[config.mk]
export PLATFORM = sky130hd
export DESIGN_NAME = rf_write_arbiter
export DESIGN_NICKNAME = d
export VERILOG_FILES = /design/src/rtl/rf_write_arbiter.sv
export SDC_FILE = /design/constraint.sdc
export NUM_CORES = 1
export LEC_CHECK = 0
export CAP_MARGIN = 20
export CORE_MARGIN = 8
export CORE_UTILIZATION = 43
export DETAILED_ROUTE_END_ITERATION = 10
export PLACE_DENSITY = 0.85
export SETUP_SLACK_MARGIN = 0.3
export SYNTH_ARGS = -nofsm -noshare
export SYNTH_HDL_FRONTEND = slang
export SYNTH_SLANG_ARGS = --single-unit
[constraint.sdc]
create_clock -name clk -period 2.6 [get_ports clk]
set_input_delay 0.78 -clock clk [delete_from_list [all_inputs] [get_ports clk]]
set_output_delay 0.78 -clock clk [all_outputs]
set_load 0.005 [all_outputs]
[src/rtl/rf_write_arbiter.sv]
// Round-robin arbiter sharing the register file's single write port among NREQ
// requesters; stages one registered write per cycle and flags the in-flight register.
module rf_write_arbiter #(
  parameter int NREQ = 2,
  parameter int DW   = 16,
  parameter int AW   = 3
) (
  input  logic               clk,
  input  logic               rst,
  input  logic [NREQ-1:0]    req_valid,
  input  logic [AW*NREQ-1:0] req_dr,
  input  logic [DW*NREQ-1:0] req_data,
  output logic [NREQ-1:0]    req_ready,
  input  logic               hold,
  output logic               rf_we,
  output logic [AW-1:0]      rf_dr,
  output logic [DW-1:0]      rf_data,
  output logic [7:0]         pend_mask,
  output logic [1:0]         grant_id,
  output logic [15:0]        wr_count
);

  logic            rf_we_q, rf_we_d;
  logic [AW-1:0]   rf_dr_q, rf_dr_d;
  logic [DW-1:0]   rf_data_q, rf_data_d;
  logic [1:0]      grant_id_q, grant_id_d;
  logic [1:0]      ptr_q, ptr_d;
  logic [15:0]     wr_count_q, wr_count_d;

  logic            found_s;
  logic [1:0]      gnt_idx_s;
  logic [1:0]      gnt_next_s;
  logic [AW-1:0]   sel_dr_s;
  logic [DW-1:0]   sel_data_s;
  int              scan_idx;

  // Rotating-priority scan: visit requesters ptr, ptr+1, ... and take the first valid one.
  always_comb begin
    found_s    = 1'b0;
    gnt_idx_s  = 2'd0;
    gnt_next_s = 2'd0;
    sel_dr_s   = '0;
    sel_data_s = '0;
    scan_idx   = 0;
    for (int k = 0; k < NREQ; k++) begin
      scan_idx = int'(ptr_q) + k;
      if (scan_idx >= NREQ) begin
        scan_idx = scan_idx - NREQ;
      end else begin
        scan_idx = scan_idx;
      end
      for (int j = 0; j < NREQ; j++) begin
        if (!found_s && !hold && !rst && req_valid[j] && (j == scan_idx)) begin
          found_s    = 1'b1;
          gnt_idx_s  = 2'(j);
          gnt_next_s = (j + 1 >= NREQ) ? 2'd0 : 2'(j + 1);
          sel_dr_s   = req_dr[AW*j +: AW];
          sel_data_s = req_data[DW*j +: DW];
        end else begin
          found_s = found_s;
        end
      end
    end
  end

  // One-hot ready plus next-state for the staged write, pointer and counter.
  always_comb begin
    req_ready  = '0;
    rf_we_d    = found_s;
    rf_dr_d    = rf_dr_q;
    rf_data_d  = rf_data_q;
    grant_id_d = grant_id_q;
    ptr_d      = ptr_q;
    wr_count_d = wr_count_q;
    for (int j = 0; j < NREQ; j++) begin
      req_ready[j] = found_s && (gnt_idx_s == 2'(j));
    end
    if (found_s) begin
      rf_dr_d    = sel_dr_s;
      rf_data_d  = sel_data_s;
      grant_id_d = gnt_idx_s;
      ptr_d      = gnt_next_s;
      if (wr_count_q != 16'hFFFF) begin
        wr_count_d = wr_count_q + 16'd1;
      end else begin
        wr_count_d = wr_count_q;
      end
    end else begin
      rf_we_d = 1'b0;
    end
  end

  // Staged write port and bookkeeping registers.
  always_ff @(posedge clk or posedge rst) begin
    if (rst) begin
      rf_we_q    <= 1'b0;
      rf_dr_q    <= '0;
      rf_data_q  <= '0;
      grant_id_q <= 2'd0;
      ptr_q      <= 2'd0;
      wr_count_q <= 16'd0;
    end else begin
      rf_we_q    <= rf_we_d;
      rf_dr_q    <= rf_dr_d;
      rf_data_q  <= rf_data_d;
      grant_id_q <= grant_id_d;
      ptr_q      <= ptr_d;
      wr_count_q <= wr_count_d;
    end
  end

  assign rf_we     = rf_we_q;
  assign rf_dr     = rf_dr_q;
  assign rf_data   = rf_data_q;
  assign grant_id  = grant_id_q;
  assign wr_count  = wr_count_q;
  assign pend_mask = rf_we_q ? (8'h01 << rf_dr_q) : 8'h00;

endmodule

# Word-level counts from Yosys, hierarchy flattened
# Cells that the tools add are included.
[totals] word_cells=66 output_inout_bits=48 reg_bits=40 input_bits=43
[op_classes] order_cmp=2 reduce_logical=26 addsub=4 n_shift=1 eq_ne=4 muxes=23
[op_table] operator="$eq A2 B32 Y1 const A" count=2
[op_table] operator="$logic_not A32 Y1" count=2
[op_table] operator="$mux W16" count=4
[op_table] operator="$mux W32" count=2
[op_table] operator="$logic_and A1 B1 Y1" count=17
[op_table] operator="$add A16 B1 Y16 const B" count=1
[op_table] operator="$ne A16 B16 Y1 const B" count=1
[op_table] operator="$mux W3" count=4
[op_table] operator="$mux W2" count=5
[op_table] operator="$mux W8" count=1
[op_table] operator="$shl A1 B3 Y8 const A" count=1
[op_table] operator="$mux W1" count=7
[op_table] operator="$logic_not A1 Y1" count=5
[op_table] operator="$sub A3 B2 Y4 const B" count=1
[op_table] operator="$add A2 B1 Y3 const B" count=1
[op_table] operator="$ge A3 B2 Y1 const B" count=1
[op_table] operator="$sub A2 B2 Y3 const B" count=1
[op_table] operator="$eq A2 B1 Y1 const B" count=1
[op_table] operator="$ge A2 B2 Y1 const B" count=1
[op_table] operator="$logic_not A2 Y1" count=1
[op_table] operator="$reduce_and A2 Y1" count=1

# Logic depth before layout (Yosys ltp)
# Gate-level depths: netlist of the first run.
[logic_depth] depth_word=25 ltp_mapped=5 ltp_nobuf=5

# Worst setup path before layout of the first run
# No wires, ideal clock.
[synth_path] path_type="input port to output port" start="input port rst" end="output port req_ready[1]" n_path_buf=1 arrival_ns=1.402 stages=3 required_time_ns=1.820 setup_slack_ns=0.418 path_cell_list="nor2_1 > and3_1 > clkbuf_1"
[synth_between] elab_chain_len=25 elab_cells_between_ends=28 classes_between="1 x eq/ne; 7 x mux; 20 x reduce/logical"
[synth_lines] item="start: declaration" line="9" source="input logic rst,"
[synth_lines] item="$logic_not A1 Y1 (no line) (*)"
[synth_lines] item="$logic_and A1 B1 Y1 (3 in a row)" line="53" source="if (!found_s && !hold && !rst && req_valid[j] && (j == scan_idx)) begin"
[synth_lines] item="$mux W1" line="53"
[synth_lines] item="$logic_not A1 Y1" line="53"
[synth_lines] item="$logic_and A1 B1 Y1 (4 in a row)" line="53"
[synth_lines] item="$mux W1" line="53"
[synth_lines] item="$logic_not A1 Y1" line="53"
[synth_lines] item="$logic_and A1 B1 Y1 (4 in a row)" line="53"
[synth_lines] item="$mux W1" line="53"
[synth_lines] item="$logic_not A1 Y1" line="53"
[synth_lines] item="$logic_and A1 B1 Y1 (4 in a row)" line="53"
[synth_lines] item="$mux W2" line="53"
[synth_lines] item="$eq A2 B1 Y1" line="76" source="req_ready[j] = found_s && (gnt_idx_s == 2'(j));"
[synth_lines] item="$logic_and A1 B1 Y1 (*)" line="76"
[synth_lines] item="end: declaration" line="13" source="output logic [NREQ-1:0] req_ready,"
# Every way passes the cells marked *; elsewhere a longest branch is shown, timed or not.

# Worst setup path after layout of the first run
[layout_path] start="input port rst" end="output port req_ready[0]"
[layout_between] elab_chain_len=25 elab_cells_between_ends=28 classes_between="7 x mux; 21 x reduce/logical"
[layout_lines] item="$logic_not A1 Y1 (no line) (*)"
[layout_lines] item="$logic_and A1 B1 Y1 (3 in a row)" line="53"
[layout_lines] item="$mux W1" line="53"
[layout_lines] item="$logic_not A1 Y1" line="53"
[layout_lines] item="$logic_and A1 B1 Y1 (4 in a row)" line="53"
[layout_lines] item="$mux W1" line="53"
[layout_lines] item="$logic_not A1 Y1" line="53"
[layout_lines] item="$logic_and A1 B1 Y1 (4 in a row)" line="53"
[layout_lines] item="$mux W1" line="53"
[layout_lines] item="$logic_not A1 Y1" line="53"
[layout_lines] item="$logic_and A1 B1 Y1 (4 in a row)" line="53"
[layout_lines] item="$mux W2" line="53"
[layout_lines] item="$logic_not A2 Y1" line="76"
[layout_lines] item="$logic_and A1 B1 Y1 (*)" line="76"
# Marks and branches as above.

==> results of run 1 <==
[power breakdown]
part	leakage [nW]	switching, mW	internal, mW
registers	0.482	0.122	0.703
clock network	0.0482	0.203	0.214
logic	0.895	0.181	0.352
[kinds of logic (layout without fill, tap and decap cells)]
family / count (synthesis) / count (layout)
AO/OA/AOI/OAI: 30 / 30
multiplexers: 5 / 5
adder cells (fa/ha/maj): 1 / 1
other: 1 / 1
buffers and inverters: 31 / 131
flip-flops: 38 / 38
XOR/XNOR: 9 / 9
AND/OR/NAND/NOR: 60 / 60
[sequential cells by signal (all words and copies together), names as in the netlist]
register and count:
rf_dr 3, wr_count 16, ptr_q 1, rf_data 16, grant_id 1, rf_we 1
[final timing paths]
path,startpoint,to,slack [ns],depth (start not counted)
max in group asynchronous,rst,rf_dr[1]$_DFFE_PP0P_,1.52,3
min in group asynchronous,rst,grant_id[0]$_DFFE_PP0P_,0.73,3
setup reg to reg,wr_count[0]$_DFFE_PP0P_,wr_count[1]$_DFFE_PP0P_,0.58,5
hold reg to reg,rf_data[8]$_DFFE_PP0P_,rf_data[8]$_DFFE_PP0P_,0.49,2
hold / removal,rf_data[8]$_DFFE_PP0P_,rf_data[8]$_DFFE_PP0P_,0.49,2
setup / recovery,rst,req_ready[0],0.34,5
[final cells by class]
cell class | count | area (µm²) | share of cell area
Inverter | 22 | 82.58 | 0.02786
Timing Repair Buffer | 101 | 987.2 | 0.3331
Sequential cell | 38 | 952.2 | 0.3212
Clock inverter | 1 | 5.005 | 0.001688
Tap cell | 52 | 65.06 | 0.02195
Clock buffer | 7 | 86.33 | 0.02913
Multi-Input combinational cell | 106 | 785.8 | 0.2651
[critical path, delay by kind of cell]
kind / cells / cell delay, ns
buf+inv: 3 / 0.42
simple gates: 2 / 0.27
[synth_stat cells (2+ instances only)]
master	count
a21o_1	2
a21oi_1	3
or2_1	2
mux2_1	5
nand4_1	3
nand2_1	11
inv_1	22
buf_4	2
nand2b_1	5
dfrtp_1	38
nor3_1	9
nor4_2	4
clkbuf_1	6
xor2_1	7
nand4_2	2
xnor2_1	2
nand3_1	5
a222oi_1	19
nor2_1	11
and3_1	3
[routing by layer]
metal | wire, µm | GRT usage
met2 | 2729 | 0.2721
met4 | 117 | 0.07143
met3 | 503 | 0.06455
met1 | 2212 | 0.1908
met5 | 0 | 0
[cells in the final DEF, fill, tap and decap left out, types with 3 or more instances in the layout]
cell	count
clkbuf_8	6
dlygate4sd2_1	5
xor2_1	7
nor4_2	4
nand2b_1	4
nand3_1	5
nand2_1	11
buf_4	12
nand4_1	3
dlymetal6s2s_1	4
inv_1	22
a21oi_1	3
dfrtp_1	37
clkdlybuf4s50_1	76
nor3_1	9
nor2_1	11
a222oi_1	19
mux2_1	5
[timing repair]
action / in CTS / in global routing
resized for setup: 23 / 4
endpoints found under the setup margin: 9 / 4
hold endpoints to repair: 0 / 0
pin swaps: 1 / 0
setup buffers: 3 / 2
==> results_dict.tcl, run 1 <==
set metrics [dict create \
    status "completed" \
    fmax_mhz 443.2 \
    setup_viol 0 \
    dp_cells 314 \
    antenna_found_initial 0 \
    antenna_left 0 \
    synthAdderAreaFrac 0.006775 \
    grt_use_total 0.1667 \
    cts_tree "yes" \
    synthTopCellsByArea "dfrtp_1 51%, a222oi_1 10%, inv_1 4.5%" \
    fillCellCount 326 \
    routed_wl_mm 5.563 \
    grt_overflow 0 \
    p_total_mw 1.773 \
    dieArea_um2 6648 \
    synth_edf_count 0 \
    cp.required_ns 1.82 \
    cpPeakStageDelay_ns 0.20 \
    crit_type "input pin to output pin" \
    hpwl_mm 4.115 \
    hold_class "flop to flop" \
    yosys.area_share.xor_xnor 0.04268 \
    synthArstFlopShare 1.000 \
    maxSlewViolCount 0 \
    die_x_um 81.54 \
    vias 1760 \
    hold_violations 0 \
    cts-root-buf "clkbuf_8" \
    power.density_nw_per_um2 598.3 \
    ys_types 34 \
    ys_ff_latch 38 \
    p_leak_nw 1.426 \
    rsz0062_at_grt "no" \
    core-area_um2 4234 \
    hold_buffers 0 \
    grt_max_degree 39 \
    clockBufferDepth 2 \
    port_buffers 89 \
    setup_ws_ns 0.3435 \
    grt_pass1_vias 1757 \
    cts_buffers 5 \
    cap_viol_max_count 0 \
    stdcell_count 327 \
    synth_top_family_by_area "simple AND/OR/NAND/NOR gates" \
    synth-simple-area-share 0.1877 \
    slowest_stage "clkdlybuf4s15_1" \
    place.gp.congestion 0.8606 \
    drt_first_iter_violations 207 \
    postLayoutCoreUtil 0.7001 \
    path_clk_slew_ns 0.07 \
    rows 24 \
    setup-tns-final_ns 0 \
    period_minus_slack_ns 2.257 \
    drive_gt1_frac 0.1236 \
    syn_area_um2 1847 \
    die_y_um 81.54 \
    skew_ns 0.005835 \
    ys_seq_area_frac 0.5149 \
    final_area_um2 2964 \
    drc_errors 0 \
    diodes 0 \
    nets 318 \
    syn_avg_cell_area_um2 10.55 \
    syn_inst 175 \
    start_kind "input pin" \
    start_util 0.4362 \
    ys.flop_type "dfrtp_1" \
    routedWlPerCell_um 17.01 \
    place_area_um2 2810 \
    ir_worst_vdd_mv 0.3836 \
    path_cells "clkdlybuf4s15_1, nor2_1, buf_4, and3_4, buf_6" \
    cp-end-kind "output pin" \
    via_per_inst 5.382 \
    synth_mux_area_frac 0.03049 \
    clk_latency_ns 0.29 \
    yosys.area.top_type "dfrtp_1" \
    io_pins 91 \
    whs_ns 0.4923 \
    place_ws_ns -0.3559 \
    cp_data_arrival_time_ns 1.48 \
    synth-compound-area-share 0.1443 \
    syn_nets 219 \
    drt_pass1_iterations 8 \
    yosysWarnings 0 \
    post-route-period-util 0.8679 \
    synth_top_area_frac 0.5149 \
    path_max_fanout 3 \
    area_growth_syn_to_layout_pct 60.50 \
    cts_htree_levels 2 \
    cts.sinks 38 \
    grt_first_pass_wirelength_mm 8.549 \
]
Note: power is estimated with default switching activity, not from simulation.
==> run 2, diff against run 1 <==
- PLACE_DENSITY: 0.85 -> 0.83
==> run 2 against run 1 <==
Net effect:
- sequential power is 0.6% higher
- largest power group unchanged
- final cell count fell by 0.31%
- core utilization is 0.44 points lower
- critical path depth down 2
- critical path type is now flop to output pin
- highest routed layer unchanged
- design area decreased by 0.63%
- wire length fell by 0.97%
- die area unchanged
- critical endpoint is now pend_mask[2]
- clock power shrank 9.4%
- fmax decreased by 0.56%
- register-to-register slack barely moved
- sequential cell count is the same
- first-iteration DRC count shrank 12%
==> results_dict.tcl, run 2 (same netlist as run 1, synthesis figures left out) <==
set metrics [dict create \
    period_minus_slack_ns 2.269 \
    diodes 0 \
    power.internal_mw 1.239 \
    clockPowerShare 0.218 \
    multi_input_area_um2 790.8 \
    setup_viol 0 \
    io_pins 91 \
    grt_pass1_vias 1783 \
    ir_worst_vdd_mv 0.3123 \
    via_per_inst 5.362 \
    area_growth_syn_to_layout_pct 59.48 \
    cts_htree_levels 2 \
    clk_latency_ns 0.28 \
    drive_gt1_frac 0.1314 \
    hpwl_mm 4.122 \
    dp_cells 315 \
    final_cell_mix "79 x clkdlybuf4s50_1, 36 x dfrtp_1, 22 x inv_1" \
    hold_class "flop to flop" \
    drc_errors 0 \
    maxSlewViolCount 0 \
    core-area_um2 4234 \
    cts_tree "yes" \
    crit_type "flop to output pin" \
    cap_viol_max_count 0 \
    grt_overflow 0 \
    die_y_um 81.54 \
    fillCellCount 349 \
    drt_pass1_iterations 7 \
    p_leak_nw 1.387 \
    path_cells "nand2b_1, nor2_1, clkdlybuf4s50_1" \
    cts_buffers 5 \
    layout_commonest_cell "clkdlybuf4s50_1" \
    routedWlPerCell_um 16.90 \
    crit_buf_inv 1 \
    p_seq_frac 0.477 \
    final_area_um2 2945 \
    post-route-period-util 0.8727 \
    cts-root-buf "clkbuf_8" \
    place.gp.congestion 0.8246 \
    routed_wl_mm 5.509 \
    swShare 0.2867 \
    antenna_found_initial 0 \
    slowest_stage "clkdlybuf4s50_1" \
    status "completed" \
    rsz0062_at_grt "yes" \
    nets 318 \
    dieArea_um2 6648 \
    hold_violations 0 \
    skew_ns 0.001825 \
    start_util 0.4362 \
    grt_first_pass_wirelength_mm 8.790 \
    regArea_um2 953.4 \
    combinationalPowerShare 0.305 \
    cp_top_family "buffers and inverters" \
    p_sw_mw 0.4979 \
    port_buffers 89 \
    cts.sinks 38 \
    die_x_um 81.54 \
    rows 24 \
    clockBufferDepth 2 \
    path_max_fanout 6 \
    start_kind "flop" \
    cp_data_arrival_time_ns 1.49 \
    vias 1748 \
    antenna_left 0 \
    fmax_mhz 440.7 \
    cpPeakStageDelay_ns 0.51 \
    setup-tns-final_ns 0 \
    power.density_nw_per_um2 589.5 \
    cp.required_ns 1.82 \
    cp-end-kind "output pin" \
    stdcell_count 326 \
    grt_use_total 0.1694 \
    drt_first_iter_violations 183 \
    grt_max_degree 39 \
    place_area_um2 2818 \
    path_clk_slew_ns 0.07 \
]
-- run 2: changes by cell type in the layout (fill, tap and decap cells not counted), moves of 2 or more --
cell / change
clkdlybuf4s15_1: -2
dlygate4sd2_1: -2
clkbuf_2: +2
clkdlybuf4s50_1: +3
-- run 2: metrics by stage --
| step | total power [mW] | utilization | hold WS [ns] | setup WS [ns] |
|---|---|---|---|---|
| final | 1.736 | 0.6956 | 0.4781 | 0.3309 |
| after global placement | 1.338 | 0.6655 | 0.4678 | -0.3367 |
| after global routing | 1.838 | 0.6956 | 0.5159 | 0.2737 |
| after floorplan | 0.9922 | - | 0.4631 | 0.4175 |
| after detailed placement | 1.360 | 0.6655 | 0.4688 | -0.3701 |
| after CTS | 1.746 | 0.6894 | 0.4841 | 0.3105 |
-- run 2: what timing repair did --
action                                  CTS  global route
pin swaps                                 2             1
endpoints found under the setup margin    7             7
resized for setup                        21             7
hold buffers                              0             0
buffers inserted                          1             3
-- run 2: per-layer routing --
| metal | wire length (µm) | vias to the layer above | GRT usage |
|---|---|---|---|
| met5 | 0 | - | 0 |
| met4 | 68 | 0 | 0.06429 |
| met3 | 536 | 4 | 0.06346 |
| met2 | 2776 | 72 | 0.2761 |
| met1 | 2127 | 838 | 0.1985 |
| li1 | - | 834 | - |
-- run 2: layout make-up --
| type | instances | share of cell area |
|---|---|---|
| clock buffer | 7 | 0.02591 |
| sequential | 38 | 0.3237 |
| timing repair buffer | 101 | 0.3318 |
| tap | 52 | 0.02209 |
| multi-input combinational | 106 | 0.2685 |
| inverter | 22 | 0.02804 |
-- run 2: power by group through the flow --
stage	sequential, mW	clock, mW	combinational [mW]
global placement	0.830	0	0.508
global route	0.847	0.411	0.580
CTS	0.828	0.386	0.532
finish	0.829	0.378	0.530
floorplan	0.826	0	0.167
detailed placement	0.837	0	0.524
-- run 2: final timing paths --
kind | slack [ns] | end | cells past startpoint | start
setup / recovery | 0.33 | pend_mask[2] | 3 | rf_dr[0]$_DFFE_PP0P_
hold / removal | 0.48 | grant_id[0]$_DFFE_PP0P_ | 1 | grant_id[0]$_DFFE_PP0P_
setup reg to reg | 0.59 | wr_count[1]$_DFFE_PP0P_ | 5 | wr_count[0]$_DFFE_PP0P_
hold reg to reg | 0.48 | grant_id[0]$_DFFE_PP0P_ | 1 | grant_id[0]$_DFFE_PP0P_
max in group asynchronous | 1.63 | rf_dr[1]$_DFFE_PP0P_ | 3 | rst
min in group asynchronous | 0.61 | wr_count[12]$_DFFE_PP0P_ | 3 | rst
-- run 2: worst reg2reg max path, delay by kind of cell, from the launching register on --
| family | cells | cell delay, ns |
|---|---|---|
| simple gates | 3 | 0.89 |
| flops | 1 | 0.45 |
| mux | 1 | 0.33 |
| fa+ha+maj | 1 | 0.24 |
==> run 3, diff against run 2 <==
- TNS_END_PERCENT: unset -> 5
==> run 3 against run 2 <==
Net effect:
- critical path depth rose by 2
- wire length fell by 0.22%
- combinational power fell by 2%
- core utilization fell by 0.38 points
- global-route usage barely moved
- clock power barely moved
- hold slack improved by 0.0016 ns
- register-to-register slack barely moved
- clock-buffer cell count did not move
==> results_dict.tcl, run 3 (same netlist as run 1, synthesis figures left out) <==
set metrics [dict create \
    post-route-period-util 0.8821 \
    cts_htree_levels 2 \
    port_buffers 89 \
    power.internal_mw 1.232 \
    path_max_fanout 4 \
    drt_pass1_iterations 5 \
    p_seq_frac 0.481 \
    vias 1757 \
    nets 315 \
    diodes 0 \
    hpwl_mm 4.122 \
    setup_viol 0 \
    grt_use_total 0.1692 \
    period_minus_slack_ns 2.293 \
    p_sw_mw 0.4982 \
    final_cell_mix "82 x clkdlybuf4s50_1, 36 x dfrtp_1, 22 x inv_1" \
    cts_buffers 5 \
    area_growth_syn_to_layout_pct 58.60 \
    grt_pass1_vias 1773 \
    p_leak_nw 1.331 \
    clk_latency_ns 0.28 \
    grt_max_degree 39 \
    fillCellCount 354 \
    dp_cells 315 \
    grt_first_pass_wirelength_mm 8.776 \
    drc_errors 0 \
    rsz0062_at_grt "yes" \
    dieArea_um2 6648 \
    drive_gt1_frac 0.1144 \
    start_util 0.4362 \
    routedWlPerCell_um 17.02 \
    whs_ns 0.4797 \
    ir_worst_vdd_mv 0.3130 \
    hold_violations 0 \
    cts.sinks 38 \
    grt_overflow 0 \
    crit_type "input pin to output pin" \
    die_y_um 81.54 \
    start_kind "input pin" \
    io_pins 91 \
    cp-end-kind "output pin" \
    place.gp.congestion 0.8246 \
    path_clk_slew_ns 0.07 \
    via_per_inst 5.440 \
    skew_ns 0.001777 \
    core-area_um2 4234 \
    clockPowerShare 0.219 \
    cp_data_arrival_time_ns 1.51 \
    stdcell_count 323 \
    cap_viol_max_count 0 \
    routed_wl_mm 5.497 \
    cp.required_ns 1.82 \
    hold_buffers 0 \
    drt_first_iter_violations 181 \
    layout_commonest_cell "clkdlybuf4s50_1" \
    combinationalPowerShare 0.300 \
    antenna_left 0 \
    cts-root-buf "clkbuf_8" \
    swShare 0.2879 \
    die_x_um 81.54 \
    maxSlewViolCount 0 \
    fmax_mhz 436.0 \
    status "completed" \
    cts_tree "yes" \
    hold_class "flop to flop" \
    rows 24 \
    antenna_found_initial 0 \
    power.density_nw_per_um2 590.7 \
    clockBufferDepth 2 \
]
[run 3: path summary, 6_finish.rpt]
check / from / endpoint / depth (start not counted) / slack [ns]
worst max-delay path: rst / req_ready[0] / 5 / 0.31
worst min-delay path: grant_id[0]$_DFFE_PP0P_ / grant_id[0]$_DFFE_PP0P_ / 1 / 0.48
worst max register to register: wr_count[0]$_DFFE_PP0P_ / wr_count[1]$_DFFE_PP0P_ / 5 / 0.58
worst min register to register: grant_id[0]$_DFFE_PP0P_ / grant_id[0]$_DFFE_PP0P_ / 1 / 0.48
max in group asynchronous: rst / rf_dr[1]$_DFFE_PP0P_ / 3 / 1.52
min in group asynchronous: rst / wr_count[12]$_DFFE_PP0P_ / 3 / 0.73
[run 3: area by class of cell]
type | instances | area (µm²) | area share
Sequential cell | 38 | 953.4 | 0.3255
Tap cell | 52 | 65.06 | 0.02221
Inverter | 22 | 82.58 | 0.02819
Timing Repair Buffer | 98 | 960.9 | 0.3281
Clock buffer | 7 | 76.32 | 0.02606
Multi-Input combinational cell | 106 | 790.8 | 0.2700
[run 3: timing repair]
item                                    4_1_cts  5_1_grt
pin swaps                                     2        0
gates resized for setup                      19        4
endpoints found under the setup margin        7        9
setup buffers                                 0        1
[run 3: through the flow]
step	area [µm²]	util	power [mW]	TNS (ns)	setup slack, ns
after CTS	2912	0.6876	1.742	0	0.2826
final	2929	0.6918	1.730	0	0.3066
after global placement	2818	0.6655	1.338	-0.6732	-0.3367
after global routing	2929	0.6918	1.830	0	0.2367
after floorplan	1847	-	0.9922	0	0.4175
after detailed placement	2818	0.6655	1.360	-0.7328	-0.3701
[run 3: layer usage]
layer	routed length [µm]	up-vias	GRT usage
li1	-	829	-
met1	2148	844	0.1992
met3	547	10	0.06346
met4	93	0	0.06429
met2	2708	74	0.2745
met5	0	-	0
[run 3: worst max-delay path: stages]
cell	delay [ns]
clkdlybuf4s15_1	0.20
nor2_1	0.10
buf_4	0.14
and3_4	0.19
buf_6	0.10
[run 3: power groups by stage]
stage / clock network (mW) / logic, mW / registers [mW]
after floorplan: 0 / 0.167 / 0.826
after global placement: 0 / 0.508 / 0.830
after detailed placement: 0 / 0.524 / 0.837
after CTS: 0.386 / 0.527 / 0.828
after global routing: 0.411 / 0.569 / 0.849
final: 0.379 / 0.520 / 0.832
